<file path="src/rtl/tmem_read_responder.sv">
// Round-robin TMEM read responder: arbitrates per-core row requests onto one
// variable-latency memory port and returns each row with a one-cycle pulse.
module tmem_read_responder #(
    parameter int NUM_CORES      = 4,
    parameter int ADDR_WIDTH     = 20,
    parameter int DATA_WIDTH     = 96,
    parameter int TIMEOUT_CYCLES = 255
) (
    input  logic                            Clock,
    input  logic                            Reset,
    input  logic [NUM_CORES-1:0]            iTMEMDataRequest,
    input  logic [NUM_CORES*DATA_WIDTH-1:0] iTMEMReadAddress,
    output logic [DATA_WIDTH-1:0]           oTMEMReadData,
    output logic [NUM_CORES-1:0]            oTMEMDataAvailable,
    output logic [ADDR_WIDTH-1:0]           oMemAddress,
    output logic                            oMemReadEnable,
    input  logic [DATA_WIDTH-1:0]           iMemData,
    input  logic                            iMemAck,
    output logic                            oBusy,
    output logic [3:0]                      oGrantIndex,
    output logic                            oTimeoutError
);

    typedef enum logic [1:0] {
        S_IDLE,
        S_WAIT,
        S_RESPOND
    } state_t;

    localparam int               CNT_W        = 10;
    localparam logic [CNT_W-1:0] TIMEOUT_LAST = CNT_W'(TIMEOUT_CYCLES - 1);

    state_t                r_state;
    logic [3:0]            r_ptr;
    logic [CNT_W-1:0]      r_count;
    logic [NUM_CORES-1:0]  r_mask;
    logic [DATA_WIDTH-1:0] r_read_data;
    logic [NUM_CORES-1:0]  r_avail;
    logic [ADDR_WIDTH-1:0] r_mem_addr;
    logic                  r_mem_re;
    logic [3:0]            r_grant;
    logic                  r_timeout_err;

    logic [NUM_CORES-1:0]  w_eligible;
    logic                  w_found;
    logic [3:0]            w_grant;
    logic [3:0]            w_next_ptr;
    logic [31:0]           w_x_channel;
    logic [NUM_CORES-1:0]  w_grant_onehot;
    logic                  w_unused;

    // Two passes give "first set bit at or after the pointer, wrapping".
    always_comb begin
        // NOTE: every combinational output gets a default first so no latch is inferred.
        w_eligible     = iTMEMDataRequest & ~r_mask;
        w_found        = 1'b0;
        w_grant        = '0;
        w_x_channel    = '0;
        w_grant_onehot = '0;
        for (int i = 0; i < NUM_CORES; i++) begin
            if (!w_found && w_eligible[i] && (4'(i) >= r_ptr)) begin
                w_found = 1'b1;
                w_grant = 4'(i);
            end
        end
        for (int i = 0; i < NUM_CORES; i++) begin
            if (!w_found && w_eligible[i]) begin
                w_found = 1'b1;
                w_grant = 4'(i);
            end
        end
        for (int i = 0; i < NUM_CORES; i++) begin
            if (w_grant == 4'(i)) begin
                w_x_channel = iTMEMReadAddress[i*DATA_WIDTH + DATA_WIDTH - 32 +: 32];
            end
            w_grant_onehot[i] = (r_grant == 4'(i));
        end
    end

    assign w_next_ptr = (w_grant == 4'(NUM_CORES - 1)) ? 4'd0 : w_grant + 4'd1;

    // Y/Z channels and the high X bits are carried but not needed for the address.
    assign w_unused = ^{iTMEMReadAddress, w_x_channel};

    always_ff @(posedge Clock) begin
        // NOTE: sequential state uses non-blocking assignments only, reset included.
        if (Reset) begin
            r_state       <= S_IDLE;
            r_ptr         <= '0;
            r_count       <= '0;
            r_mask        <= '0;
            r_read_data   <= '0;
            r_avail       <= '0;
            r_mem_addr    <= '0;
            r_mem_re      <= 1'b0;
            r_grant       <= '0;
            r_timeout_err <= 1'b0;
        end else begin
            r_avail <= '0;
            case (r_state)
                S_IDLE: begin
                    r_mask <= '0;
                    if (w_found) begin
                        r_mem_addr <= w_x_channel[ADDR_WIDTH-1:0];
                        r_mem_re   <= 1'b1;
                        r_grant    <= w_grant;
                        r_ptr      <= w_next_ptr;
                        r_count    <= '0;
                        r_state    <= S_WAIT;
                    end
                end
                S_WAIT: begin
                    r_count <= r_count + 1'b1;
                    // An ack on the final cycle beats the timeout.
                    if (iMemAck) begin
                        r_read_data <= iMemData;
                        r_mem_re    <= 1'b0;
                        r_avail     <= w_grant_onehot;
                        r_state     <= S_RESPOND;
                    end else if (r_count == TIMEOUT_LAST) begin
                        r_read_data   <= '0;
                        r_timeout_err <= 1'b1;
                        r_mem_re      <= 1'b0;
                        r_avail       <= w_grant_onehot;
                        r_state       <= S_RESPOND;
                    end
                end
                S_RESPOND: begin
                    // Hide the served core's request for the one cycle it takes to drop it.
                    r_mask  <= w_grant_onehot;
                    r_state <= S_IDLE;
                end
                default: r_state <= S_IDLE;
            endcase
        end
    end

    assign oTMEMReadData      = r_read_data;
    assign oTMEMDataAvailable = r_avail;
    assign oMemAddress        = r_mem_addr;
    assign oMemReadEnable     = r_mem_re;
    assign oBusy              = (r_state != S_IDLE);
    assign oGrantIndex        = r_grant;
    assign oTimeoutError      = r_timeout_err;

endmodule
</file>
<file path="config.mk">
export PLATFORM = sky130hd
export DESIGN_NAME = tmem_read_responder
export DESIGN_NICKNAME = d
export VERILOG_FILES = /design/src/rtl/tmem_read_responder.sv
export SDC_FILE = /design/constraint.sdc
export NUM_CORES = 1
export LEC_CHECK = 0
export CORE_AREA = 2 2 241 243
export CTS_CLUSTER_DIAMETER = 200
export DETAILED_ROUTE_END_ITERATION = 8
export DIE_AREA = 0 0 243 245
export PLACE_DENSITY = 0.45
export SYNTH_ARGS = -nofsm -noshare
export SYNTH_HDL_FRONTEND = slang
export SYNTH_SLANG_ARGS = --single-unit
</file>
<file path="constraint.sdc">
create_clock -name Clock -period 2.8 [get_ports Clock]
set_input_delay 0.42 -clock Clock [delete_from_list [all_inputs] [get_ports Clock]]
set_output_delay 0.42 -clock Clock [all_outputs]
set_load 0.005 [all_outputs]
</file>
# == Yosys cells after proc, flatten, opt, wreduce, memory -nomap -nowiden ==
# Cells that the tools add are included.
# classes
n_lt_le_gt_ge,4
eq_ne,11
shift,0
n_mul,0
div_mod_pow,0
n_bitwise,4
addsub,2
n_mux,35
reduce_logical,32
# op_table
cell,count
2-to-1 mux 96 bit,2
2-to-1 mux 20 bit,4
2-to-1 mux 4 bit,9
one-hot mux 10 bit (2 select lines),1
equality test 4 x 2 -> 1 bit (second input constant),4
2-to-1 mux 1 bit,12
logical AND 1 bit,11
adder 10 x 1 -> 10 bit (second input constant),1
equality test 10 x 8 -> 1 bit (second input constant),1
2-to-1 mux 10 bit,1
equality test 4 x 1 -> 1 bit (second input constant),2
greater-or-equal comparator 1 x 4 -> 1 bit (first input constant),2
greater-or-equal comparator 2 x 4 -> 1 bit (first input constant),2
logical NOT 4 bit,2
one-hot mux 4 bit (2 select lines),1
AND reduction 2 bit,4
nonzero test 2 bit,4
logical NOT 1 bit,7
2-to-1 mux 2 bit,3
AND reduction 3 bit,2
adder 4 x 1 -> 4 bit (second input constant),1
bitwise AND 4 bit,1
inverter 4 bit,1
one-hot mux 2 bit (2 select lines),1
other kinds (8),9
# word_totals
reg_bits,146
latchBits,0
in_bits,487
word_cells,98
output_inout_bits,127
n_memories,0
ram_bits,0
rom_bits,0

# == Longest topological paths before layout ==
# logic_depth
depth_word,33
ltp_mapped,10
depth_no_buf,9

# == Worst setup path before layout ==
# Ideal clock, no wire load.
# synth_path
path_kind,in2reg
start,input iTMEMDataRequest[1]
end,"register r_mem_addr[10], in the netlist oMemAddress[10]"
n_path_buf,2
arrival_time_ps,2249
setup_ps,132
setup_slack_ps,419
stages,9
required_ps,2668
cell_sequence,nand2b_1 or3b_2 and3_1 ha_1 nand2b_1 clkbuf_1 clkbuf_1 o2111ai_1 a21oi_1
# synth_via
elab_chain_cells,29
word_cells_on_any_way,40
classes_between,3 x eq/ne; 18 x mux; 1 x bitwise; 18 x reduce/logical
# synth_lines
element,line_no,rtl
"start, declared",11,"input logic [NUM_CORES-1:0] iTMEMDataRequest,"
bitwise AND 4 bit (*),55,w_eligible = iTMEMDataRequest & ~r_mask;
logical AND 1 bit (2 in series),61,if (!w_found && w_eligible[i] && (4'(i) >= r_ptr)) begin
2-to-1 mux 1 bit,61,
logical NOT 1 bit,61,
logical AND 1 bit (2 in series),61,
2-to-1 mux 1 bit,61,
logical NOT 1 bit,61,
logical AND 1 bit (2 in series),61,
[... 9 more ...],n/a,
2-to-1 mux 1 bit,67,if (!w_found && w_eligible[i]) begin
logical NOT 1 bit,67,
logical AND 1 bit,67,
2-to-1 mux 4 bit (*),67,
named net w_grant[0],46,logic [3:0] w_grant;
logical NOT 4 bit,73,if (w_grant == 4'(i)) begin
2-to-1 mux 20 bit (3 in series),73,
2-to-1 mux 20 bit (*),73,
"end signal, assigned",104,r_mem_addr <= w_x_channel[ADDR_WIDTH-1:0];
"end, declared",39,logic [ADDR_WIDTH-1:0] r_mem_addr;
# Mark *: on every way through the listed nets, which the timed path passes. The rest lies on a longest branch.
# A chain may end at the register's enable or synchronous reset.

# == Worst setup path in the final report ==
# layout_path
start,input iTMEMDataRequest[1]
end,"register r_mem_addr[8], in the netlist oMemAddress[8]"
# Same word-level chain as after synthesis.

==> impl_metrics.ini <==
[placed_design]
dpl_worst_slack_ps = -150.1
globalplace.congestion = 0.7779
hpwl_um = 18640
port_buffers = 307

[floorplanning]
io_pins = 614
dieArea_um2 = 59540
rows = 88
die_h_um = 245
dieWidth_um = 243
coreArea_um2 = 57030
floorplan.initialDensity_pct = 9.556

[pwr]
clock_power_share_pct = 40.3
p_sw_share_pct = 29.25
power_density_nw_per_um2 = 606.4
p_int_mw = 4.354
pwr-share-seq_pct = 36.9
p_leak_nw = 3.560
switchingPower_mw = 1.800
combPwrFrac_pct = 22.8
peakVddDrop_mv = 0.4165

[clock_network]
post_cts_buffers = 0
clkLatencyLatePin_ps = 470
clock-root-buffer = clkbuf_16
cts.repair.resized = 0
cts_tree = built
cts_hold_buf = 0
clkSinkCount = 142
numCtsBuffers = 17
cts.path.max_buffers = 2
clk_pin_slew_ps = 70
cts_max_level = 4

[synthesis]
async_reset_ff_share_pct = 0
ys_warn_count = 0
syn_avg_cell_area_um2 = 10.02
synthDistinctLibCells = 44
yosysTopAreaCell = dfxtp_1
synth_top_area_share_pct = 52.16
synth_enable_flop_cells = 0
synth_flop_cell = dfxtp_1
synth_cells = 544
synth_seq_cells = 142
ys_top_cells_by_area = dfxtp_1 (52%), a22o_1 (15%), nand2_1 (4.7%), o2111ai_1 (3.1%), nand2b_1 (3.0%)
yosysSeqAreaShare_pct = 52.16
syn_area_um2 = 5450

[layout]
fill_cells = 6462
drive_gt1_share_pct = 7.541
nets = 1342
syn_to_final_growth_pct = 86.20
num_antenna_cells = 0

[route]
drt_pre_antenna_iters = 4
ant_nets = 0
via_per_inst = 3.337
drt_iter0_markers = 155
wl_um = 24320
wl_per_cell_um = 14.94
vias = 5429
drc = 0

[grt]
first_global_vias = 5375
grt_usage_pct = 8.237
grt_start_max_net_pins = 97
antenna_found_initial = 3
gr-total-overflow = 0
grt_pass1_wl_um = 35550

[sta]
rsz0062_at_grt = no
hold_viol = 0
drv_slew = 0
finalCriticalPeriod_ps = 2476
finalCritPeriodShare_pct = 88.43
clock_skew_ps = 14.26
timing.fmax_mhz = 403.9
layout_setup_ws_ps = 324.0
setup_violations = 0
fin_hold_ws_ps = 457.8
worst_slew_pin_slew_ps = 1142
max_slew_margin_pct = 23.86

[job]
cap_violations = 0

[critical_path]
cp_max_fo = 12
crit_type = in -> reg
worst_setup_path_end_kind = register
worstSetupStartpointType = primary input
crit_arrival_ps = 2810
cp.required_ps = 3140

[hold_path]
min_path_type = reg -> reg

[status]
status = finished, final reports clean
## layer usage
| layer | track usage, % | vias up | wire length, µm |
|---|---|---|---|
| li1 | - | 2644 | - |
| met1 | 9.521 | 2521 | 10440 |
| met2 | 12.60 | 230 | 10820 |
| met3 | 4.822 | 28 | 2564 |
| met4 | 2.851 | 6 | 454 |
| met5 | 0 | - | 34 |
## stage by stage
step | setup TNS [ps] | cells | utilization [%] | power [mW] | cell area [µm²]
floorplan | 0 | 545 | - | 2.863 | 5454
global placement | -1227 | 1595 | 16.67 | 3.742 | 9505
detailed placement | -1793 | 1595 | 16.67 | 3.739 | 9505
CTS | 0 | 1627 | 17.79 | 6.326 | 10150
global route | 0 | 1627 | 17.79 | 6.505 | 10150
finish | 0 | 1627 | 17.79 | 6.154 | 10150
## critical path, stage by stage
cell and delay [ps]:
clkdlybuf4s50_1 460, nand2b_1 130, buf_4 170, o21ai_0 230, and3_1 290, inv_1 80, ha_1 240, nor2_1 250
buf_12 170, o211ai_1 140, o2111ai_1 140, a21oi_1 80
## power groups by stage
stage | sequential [mW] | combinational, mW | clock, mW
after floorplan | 2.32 | 0.540 | 0
after global placement | 2.31 | 1.43 | 0
after detailed placement | 2.32 | 1.42 | 0
after CTS | 2.27 | 1.43 | 2.62
after global routing | 2.29 | 1.53 | 2.68
final | 2.27 | 1.40 | 2.48
## cells by family after synthesis
| family | share of synthesized area [%] |
|---|---|
| compound gates | 28.28 |
| fa+ha+maj | 1.377 |
| xor+xnor | 0.1607 |
| buf+inv | 4.936 |
| mux | 0.1837 |
| flops | 52.16 |
| simple gates | 12.83 |
| other cells | 0.06880 |
## cell usage after synthesis (6+ instances only)
| library cell | instances |
|---|---|
| clkbuf_1 | 26 |
| nor3_1 | 7 |
| a22o_1 | 96 |
| o2111ai_1 | 19 |
| o211ai_1 | 20 |
| dfxtp_1 | 142 |
| nand3_1 | 9 |
| nand2_1 | 68 |
| nand2b_1 | 26 |
| nor2_1 | 17 |
| ha_1 | 6 |
| o21ai_0 | 6 |
| a21oi_1 | 27 |
| buf_2 | 14 |
| inv_1 | 6 |
## registers in the layout, indices dropped and copies added (netlist names)
name and cells:
oGrantIndex 2, oMemAddress 20, oMemReadEnable 1, oTMEMDataAvailable 4, oTMEMReadData 96, oTimeoutError 1, r_count 10, r_mask 4
r_ptr 2, r_state 2
## area by class of cell
cell class                      count  area (µm²)  area share, %
Clock inverter                     15       217.7          2.145
Inverter                            6       22.52         0.2219
Timing Repair Buffer              334        3338          32.89
Clock buffer                       17       425.4          4.192
Tap cell                          765       957.2          9.432
Sequential cell                   142        2843          28.01
Multi-Input combinational cell    348        2345          23.10
## placed cells by master, fill, tap and decap left out, drive strengths merged, types with 3 or more instances in the layout
| cell type | count |
|---|---|
| nor2 | 17 |
| nor2b | 4 |
| dfxtp | 142 |
| o21ai | 6 |
| clkdlybuf4s50 | 307 |
| clkinv | 6 |
| o2111ai | 19 |
| a32oi | 4 |
| a311oi | 4 |
| nor3 | 7 |
| clkbuf | 17 |
| o211ai | 20 |
| a31oi | 3 |
| nand3 | 9 |
| a22o | 96 |
| a21oi | 27 |
| nand2 | 68 |
| buf | 27 |
| nand2b | 26 |
| ha | 6 |
| inv | 13 |
## path summary, 6_finish.rpt
kind | startpoint | to | slack (ps) | depth (start not counted)
hold / removal | oMemAddress[7]$_SDFFE_PP0P_ | oMemAddress[7]$_SDFFE_PP0P_ | 460 | 2
setup reg to reg | r_mask[1]$_SDFFE_PP0P_ | oMemAddress[8]$_SDFFE_PP0P_ | 350 | 11
hold reg to reg | oMemAddress[7]$_SDFFE_PP0P_ | oMemAddress[7]$_SDFFE_PP0P_ | 460 | 2
setup / recovery | iTMEMDataRequest[1] | oMemAddress[8]$_SDFFE_PP0P_ | 320 | 12
(Power assumes the default switching activity.)
